## src/rtl/tic_pkg.sv

```systemverilog
// Shared codes, state encoding and sizes for the tic-tac-toe turn controller.
package tic_pkg;

  localparam logic [1:0] EMPTY    = 2'b00;
  localparam logic [1:0] PLAYER   = 2'b01;
  localparam logic [1:0] COMPUTER = 2'b10;
  localparam logic [1:0] TIE      = 2'b11;

  localparam logic [3:0] CELL_MAX = 4'd8;
  localparam int         SCORE_W  = 4;

  typedef enum logic [2:0] {
    IDLE,
    CLEAR,
    P_WAIT,
    P_MOVE,
    C_WAIT,
    C_MOVE,
    CHECK,
    OVER
  } state_t;

endpackage

```

## src/rtl/game_ctrl_score_cnt.sv

```systemverilog
// Saturating score counter; cleared only by the system reset so scores survive games.
module score_cnt
  import tic_pkg::*;
(
  input  logic               clk,
  input  logic               rstn,
  input  logic               inc,
  output logic [SCORE_W-1:0] count
);

  always_ff @(posedge clk or negedge rstn) begin
    if (!rstn) begin
      count <= '0;
    end else if (inc && (count != '1)) begin
      count <= count + SCORE_W'(1);
    end
  end

endmodule

```

## src/rtl/game_ctrl.sv

```systemverilog
// Turn sequencer and move arbiter for the 3x3 board, with score keeping.
// Optional player turn limit enabled by defining GAME_CTRL_TIMEOUT_EN.
module game_ctrl
  import tic_pkg::*;
#(
  parameter logic [1:0]  FIRST_MOVER    = 2'b01,
  parameter logic [31:0] TIMEOUT_CYCLES = 32'd50_000_000
) (
  input  logic               clk,
  input  logic               rstn,
  input  logic               start,
  input  logic               player_valid,
  output logic               player_ready,
  input  logic [3:0]         player_addr,
  input  logic               cpu_valid,
  output logic               cpu_ready,
  input  logic [3:0]         cpu_addr,
  output logic               player_move,
  output logic               computer_move,
  output logic [3:0]         player_address,
  output logic [3:0]         computer_address,
  output logic               board_rstn,
  input  logic               illegal_move,
  input  logic               win,
  input  logic               tie,
  input  logic [1:0]         winner,
  output logic [1:0]         turn,
  output logic               game_over,
  output logic [1:0]         result,
  output logic               bad_move,
  output logic [SCORE_W-1:0] score_p,
  output logic [SCORE_W-1:0] score_c,
  output logic [SCORE_W-1:0] score_t
);

  state_t     state;
  logic [1:0] check_cnt;
  logic       ill_cap;
  logic [1:0] mover;
  logic       decide;
  logic       timeout_hit;
  logic       inc_p, inc_c, inc_t;

  assign decide = (state == CHECK) && (check_cnt == 2'd1);

`ifdef GAME_CTRL_TIMEOUT_EN
  logic [31:0] to_cnt;

  always_ff @(posedge clk or negedge rstn) begin
    if (!rstn) begin
      to_cnt <= '0;
    end else if (state == P_WAIT) begin
      to_cnt <= to_cnt + 32'd1;
    end else begin
      to_cnt <= '0;
    end
  end

  // An accepted handshake in the expiry cycle takes precedence over the timeout.
  assign timeout_hit = (state == P_WAIT) && !player_valid &&
                       (to_cnt >= TIMEOUT_CYCLES - 32'd1);
`else
  logic unused_timeout;
  assign unused_timeout = ^TIMEOUT_CYCLES;
  assign timeout_hit    = 1'b0;
`endif

  always_comb begin
    inc_p = 1'b0;
    inc_c = 1'b0;
    inc_t = 1'b0;
    if (decide && !ill_cap) begin
      if (win) begin
        inc_p = (winner == PLAYER);
        inc_c = (winner == COMPUTER);
      end else if (tie) begin
        inc_t = 1'b1;
      end
    end
    if (timeout_hit) begin
      inc_c = 1'b1;
    end
  end

  always_ff @(posedge clk or negedge rstn) begin
    if (!rstn) begin
      state            <= IDLE;
      player_ready     <= 1'b0;
      cpu_ready        <= 1'b0;
      player_move      <= 1'b0;
      computer_move    <= 1'b0;
      player_address   <= '0;
      computer_address <= '0;
      board_rstn       <= 1'b1;
      turn             <= EMPTY;
      game_over        <= 1'b0;
      result           <= EMPTY;
      bad_move         <= 1'b0;
      check_cnt        <= '0;
      ill_cap          <= 1'b0;
      mover            <= EMPTY;
    end else begin
      player_move   <= 1'b0;
      computer_move <= 1'b0;
      bad_move      <= 1'b0;
      board_rstn    <= 1'b1;
      case (state)
        IDLE, OVER: begin
          if (start) begin
            state      <= CLEAR;
            board_rstn <= 1'b0;
            game_over  <= 1'b0;
          end
        end
        CLEAR: begin
          result <= EMPTY;
          if (FIRST_MOVER == COMPUTER) begin
            state     <= C_WAIT;
            cpu_ready <= 1'b1;
            turn      <= COMPUTER;
          end else begin
            state        <= P_WAIT;
            player_ready <= 1'b1;
            turn         <= PLAYER;
          end
        end
        P_WAIT: begin
          if (player_valid) begin
            if (player_addr <= CELL_MAX) begin
              player_address <= player_addr;
              player_move    <= 1'b1;
              player_ready   <= 1'b0;
              state          <= P_MOVE;
            end else begin
              bad_move <= 1'b1;
            end
          end else if (timeout_hit) begin
            result       <= COMPUTER;
            player_ready <= 1'b0;
            turn         <= EMPTY;
            game_over    <= 1'b1;
            state        <= OVER;
          end
        end
        C_WAIT: begin
          if (cpu_valid) begin
            if (cpu_addr <= CELL_MAX) begin
              computer_address <= cpu_addr;
              computer_move    <= 1'b1;
              cpu_ready        <= 1'b0;
              state            <= C_MOVE;
            end else begin
              bad_move <= 1'b1;
            end
          end
        end
        P_MOVE: begin
          mover     <= PLAYER;
          check_cnt <= '0;
          state     <= CHECK;
        end
        C_MOVE: begin
          mover     <= COMPUTER;
          check_cnt <= '0;
          state     <= CHECK;
        end
        CHECK: begin
          if (check_cnt == 2'd0) begin
            ill_cap   <= illegal_move;
            check_cnt <= 2'd1;
          end else begin
            check_cnt <= '0;
            // Win is tested before tie: a winning ninth move raises both.
            if (ill_cap) begin
              bad_move <= 1'b1;
              if (mover == PLAYER) begin
                state        <= P_WAIT;
                player_ready <= 1'b1;
                turn         <= PLAYER;
              end else begin
                state     <= C_WAIT;
                cpu_ready <= 1'b1;
                turn      <= COMPUTER;
              end
            end else if (win || tie) begin
              result    <= win ? winner : TIE;
              turn      <= EMPTY;
              game_over <= 1'b1;
              state     <= OVER;
            end else if (mover == PLAYER) begin
              state     <= C_WAIT;
              cpu_ready <= 1'b1;
              turn      <= COMPUTER;
            end else begin
              state        <= P_WAIT;
              player_ready <= 1'b1;
              turn         <= PLAYER;
            end
          end
        end
        default: state <= IDLE;
      endcase
    end
  end

  score_cnt u_score_p (.clk(clk), .rstn(rstn), .inc(inc_p), .count(score_p));
  score_cnt u_score_c (.clk(clk), .rstn(rstn), .inc(inc_c), .count(score_c));
  score_cnt u_score_t (.clk(clk), .rstn(rstn), .inc(inc_t), .count(score_t));

endmodule

```

## config.mk

```make
export PLATFORM = sky130hd
export DESIGN_NAME = game_ctrl
export DESIGN_NICKNAME = d
export VERILOG_FILES = /design/src/rtl/tic_pkg.sv /design/src/rtl/game_ctrl_score_cnt.sv /design/src/rtl/game_ctrl.sv
export SDC_FILE = /design/constraint.sdc
export NUM_CORES = 1
export LEC_CHECK = 0
export CORE_MARGIN = 2
export CORE_UTILIZATION = 48
export CTS_CLUSTER_DIAMETER = 200
export DETAILED_ROUTE_END_ITERATION = 10
export PLACE_DENSITY = 0.79
export SYNTH_ARGS = -nofsm -noshare
export SYNTH_HDL_FRONTEND = slang
export SYNTH_SLANG_ARGS = --single-unit
```

## constraint.sdc

```tcl
create_clock -name clk -period 1.87 [get_ports clk]
set_input_delay 0.4675 -clock clk [delete_from_list [all_inputs] [get_ports clk]]
set_output_delay 0.4675 -clock clk [all_outputs]
set_load 0.02 [all_outputs]
```

==> results of run 1 <==
[area by class of cell]
type	count	area share
Clock buffer	6	0.0306
Clock inverter	2	0.0223
Inverter	4	0.00557
Multi-Input combinational cell	119	0.329
Sequential cell	38	0.353
Tap cell	48	0.0223
Timing Repair Buffer	68	0.237
[metal layers]
layer	vias up	wire (µm)	global-route usage
met1	745	1860	0.273
met2	44	2320	0.408
met5	-	0	0
li1	738	-	-
met3	9	200	0.0456
met4	0	71	0.0689
[layout by cell type, fill, tap and decap left out, types with 2 or more instances in the layout]
| cell | instances |
|---|---|
| mux2_2 | 8 |
| nor2_1 | 14 |
| clkdlybuf4s50_1 | 45 |
| and3b_1 | 2 |
| ha_1 | 3 |
| xor2_1 | 5 |
| and3_1 | 2 |
| o21ai_0 | 8 |
| nand2_1 | 8 |
| mux2i_1 | 4 |
| dfrtp_1 | 37 |
| bufinv_16 | 2 |
| nand2b_1 | 4 |
| mux2_4 | 3 |
| nor3_1 | 3 |
| nand4_1 | 3 |
| a22oi_1 | 3 |
| a211oi_1 | 3 |
| xnor2_1 | 5 |
| buf_4 | 19 |
| inv_1 | 4 |
| o31ai_1 | 2 |
| nand3_1 | 5 |
| a21oi_1 | 7 |
| nand2b_4 | 2 |
| nor2b_1 | 5 |
| clkbuf_8 | 6 |
[logic make-up after synthesis]
| kind of cell | share of synthesized area |
|---|---|
| buffers and inverters | 0.0342 |
| xor gates and xnor gates | 0.0461 |
| and+or+nand+nor | 0.190 |
| DFF | 0.501 |
| AOI/OAI and AO/OA | 0.117 |
| adders and majority gates | 0.0198 |
| muxes | 0.0922 |
[metrics by stage]
stage               TNS, ps  utilization
detailed placement    -1600        0.681
global placement       -778        0.681
CTS                       0        0.719
floorplan                 0            -
finish                    0        0.721
global route              0        0.721
[state kept, by name, summed over array words and instances, names as in the netlist]
register / cells
u_score_t.count: 4
game_over: 1
state: 3
u_score_p.count: 4
board_rstn: 1
player_move: 1
ill_cap: 1
player_address: 4
check_cnt: 1
computer_move: 1
mover: 2
u_score_c.count: 4
player_ready: 1
computer_address: 4
turn: 2
cpu_ready: 1
bad_move: 1
result: 2
[path summary, 6_finish.rpt]
kind	from	to	slack, ps
setup / recovery	u_score_c.count[0]$_DFFE_PN0P_	score_c[0]	50
hold / removal	rstn	game_over$_DFFE_PN0P_	110
setup reg to reg	state[0]$_DFFE_PN0P_	computer_address[1]$_DFFE_PN0P_	150
hold reg to reg	u_score_c.count[3]$_DFFE_PN0P_	u_score_c.count[3]$_DFFE_PN0P_	500
max in group asynchronous	rstn	u_score_p.count[0]$_DFFE_PN0P_	1300
min in group clk	u_score_c.count[3]$_DFFE_PN0P_	u_score_c.count[3]$_DFFE_PN0P_	500
[timing repair]
action,CTS,global route
hold buffers,0,0
resized for setup,1,2
endpoints found under the setup margin,1,2
[power breakdown]
part	total, mW	internal (mW)	leakage (nW)	switching [mW]
Sequential	1.47	1.13	0.480	0.341
Combinational	1.98	1.04	0.704	0.941
Clock	0.859	0.569	0.0714	0.290
==> impl_metrics.env, run 1 <==
export IMPL_crit_cells=1
export IMPL_syn_inst=170
export IMPL_required_ps=1400
export IMPL_multi_input_area_um2=888
export IMPL_grt_max_degree=22
export IMPL_post_dp_cell_area_um2=2550
export IMPL_antenna_found_initial=0
export IMPL_drive_above_1_share=0.203
export IMPL_grt_pass1_wl_um=7550
export IMPL_post_route_period_util=0.974
export IMPL_cp_start_kind="flip-flop"
export IMPL_synth_edf_count=0
export IMPL_finalWeightedCongestion=0.859
export IMPL_p_leak_nw=1.25
export IMPL_synth_cell_type_count=46
export IMPL_nFillCells=284
export IMPL_final_cells=285
export IMPL_pre_cts_slack_ps=-163
export IMPL_cts_inserted_buffers=5
export IMPL_grt_pass1_vias=1617
export IMPL_tightestPinTransition_ps=442
export IMPL_rsz0062_at_grt="no"
export IMPL_synth_ff_type="dfrtp_1"
export IMPL_drv_cap=0
export IMPL_synthArstFlopShare=1.00
export IMPL_drcViolationCount=0
export IMPL_first_iter_violations=122
export IMPL_dp_hpwl_um=3390
export IMPL_dpl_cell_count=277
export IMPL_die_x_um=66.9
export IMPL_grt_remaining_overflow=0
export IMPL_ys_seq_elements=38
export IMPL_core_region_area_um2=3740
export IMPL_hold_violations=0
export IMPL_hold_ws_ps=115
export IMPL_slowest_delay_ps=640
export IMPL_crit_slowest_cell="clkdlybuf4s50_1"
export IMPL_seq_area_um2=952
export IMPL_cts_tree="built"
export IMPL_maxSlewHeadroom=0.705
export IMPL_num_rows=22
export IMPL_synth_warnings=0
export IMPL_crit_buf_inv=1
export IMPL_synthTopCellsByArea="dfrtp_1, mux2_2, nor2_1, mux2_4, xnor2_1"
export IMPL_avgSynthCellArea_um2=11.2
export IMPL_io_pins=49
export IMPL_post_synth_top_count_cell="dfrtp_1"
export IMPL_drt_total_wl_um=4450
export IMPL_netlist_area_um2=1900
export IMPL_synth_top_cell_by_area="dfrtp_1"
export IMPL_clock_skew_ps=1.86
export IMPL_clockRootBuffer="clkbuf_8"
export IMPL_fin_area_um2=2700
export IMPL_status="finished clean"
export IMPL_power_per_cell_area_nw_per_um2=1600
export IMPL_ff2ff_path_depth=4
export IMPL_yosys_area_top_type_share=0.487
export IMPL_grtUsageTotal=0.228
export IMPL_n_antenna_cell=0
export IMPL_ys_seq_area_frac=0.501
export IMPL_synth_nets=191
export IMPL_fin_total_pwr_mw=4.31
export IMPL_clock_tree_buffer_depth=2
export IMPL_end_kind="output pin"
export IMPL_setup_ws_ps=49.4
export IMPL_die_h_um=66.9
export IMPL_clock_sinks=38
export IMPL_insertion_delay_ps=290
export IMPL_avgRoutedWirePerCell_um=15.6
export IMPL_synth_top_cells_by_count="dfrtp_1, nor2_1, mux2_2, nand2_1, o21ai_0"
export IMPL_fmax_mhz=549
export IMPL_vias_per_cell=5.39
export IMPL_vdd_drop_max_uv=793
export IMPL_cts_max_level=2
export IMPL_cp_top_family="buffers and inverters"
export IMPL_path_cells="clkdlybuf4s50_1"
export IMPL_final_min_clock_period_ps=1820
export IMPL_dr_pass1_iters=4
export IMPL_vias=1536
export IMPL_hold_path_class="input port to async pin"
export IMPL_fin_nets=257
export IMPL_final_antenna_net_count=0
export IMPL_cp_arrival_ps=1350
export IMPL_critical_path_class="flip-flop to output pin"
export IMPL_area_growth_pct=41.9
export IMPL_final_max_slew_viol_count=0
export IMPL_crit_fanout=4
export IMPL_dieArea_um2=4480
export IMPL_setup_violations_final=0
export IMPL_post_cts_buffers=0
export IMPL_initial_core_util=0.508
export IMPL_path_clk_slew_ps=70
export IMPL_io_buffers=48
Note: power is estimated with default switching activity, not from simulation.
==> run 2: changes to the inputs <==
Settings changed: HOLD_SLACK_MARGIN set to 0.05.
==> results of run 2 <==
Final layout, timing and power as in run 1 (identical DEF).
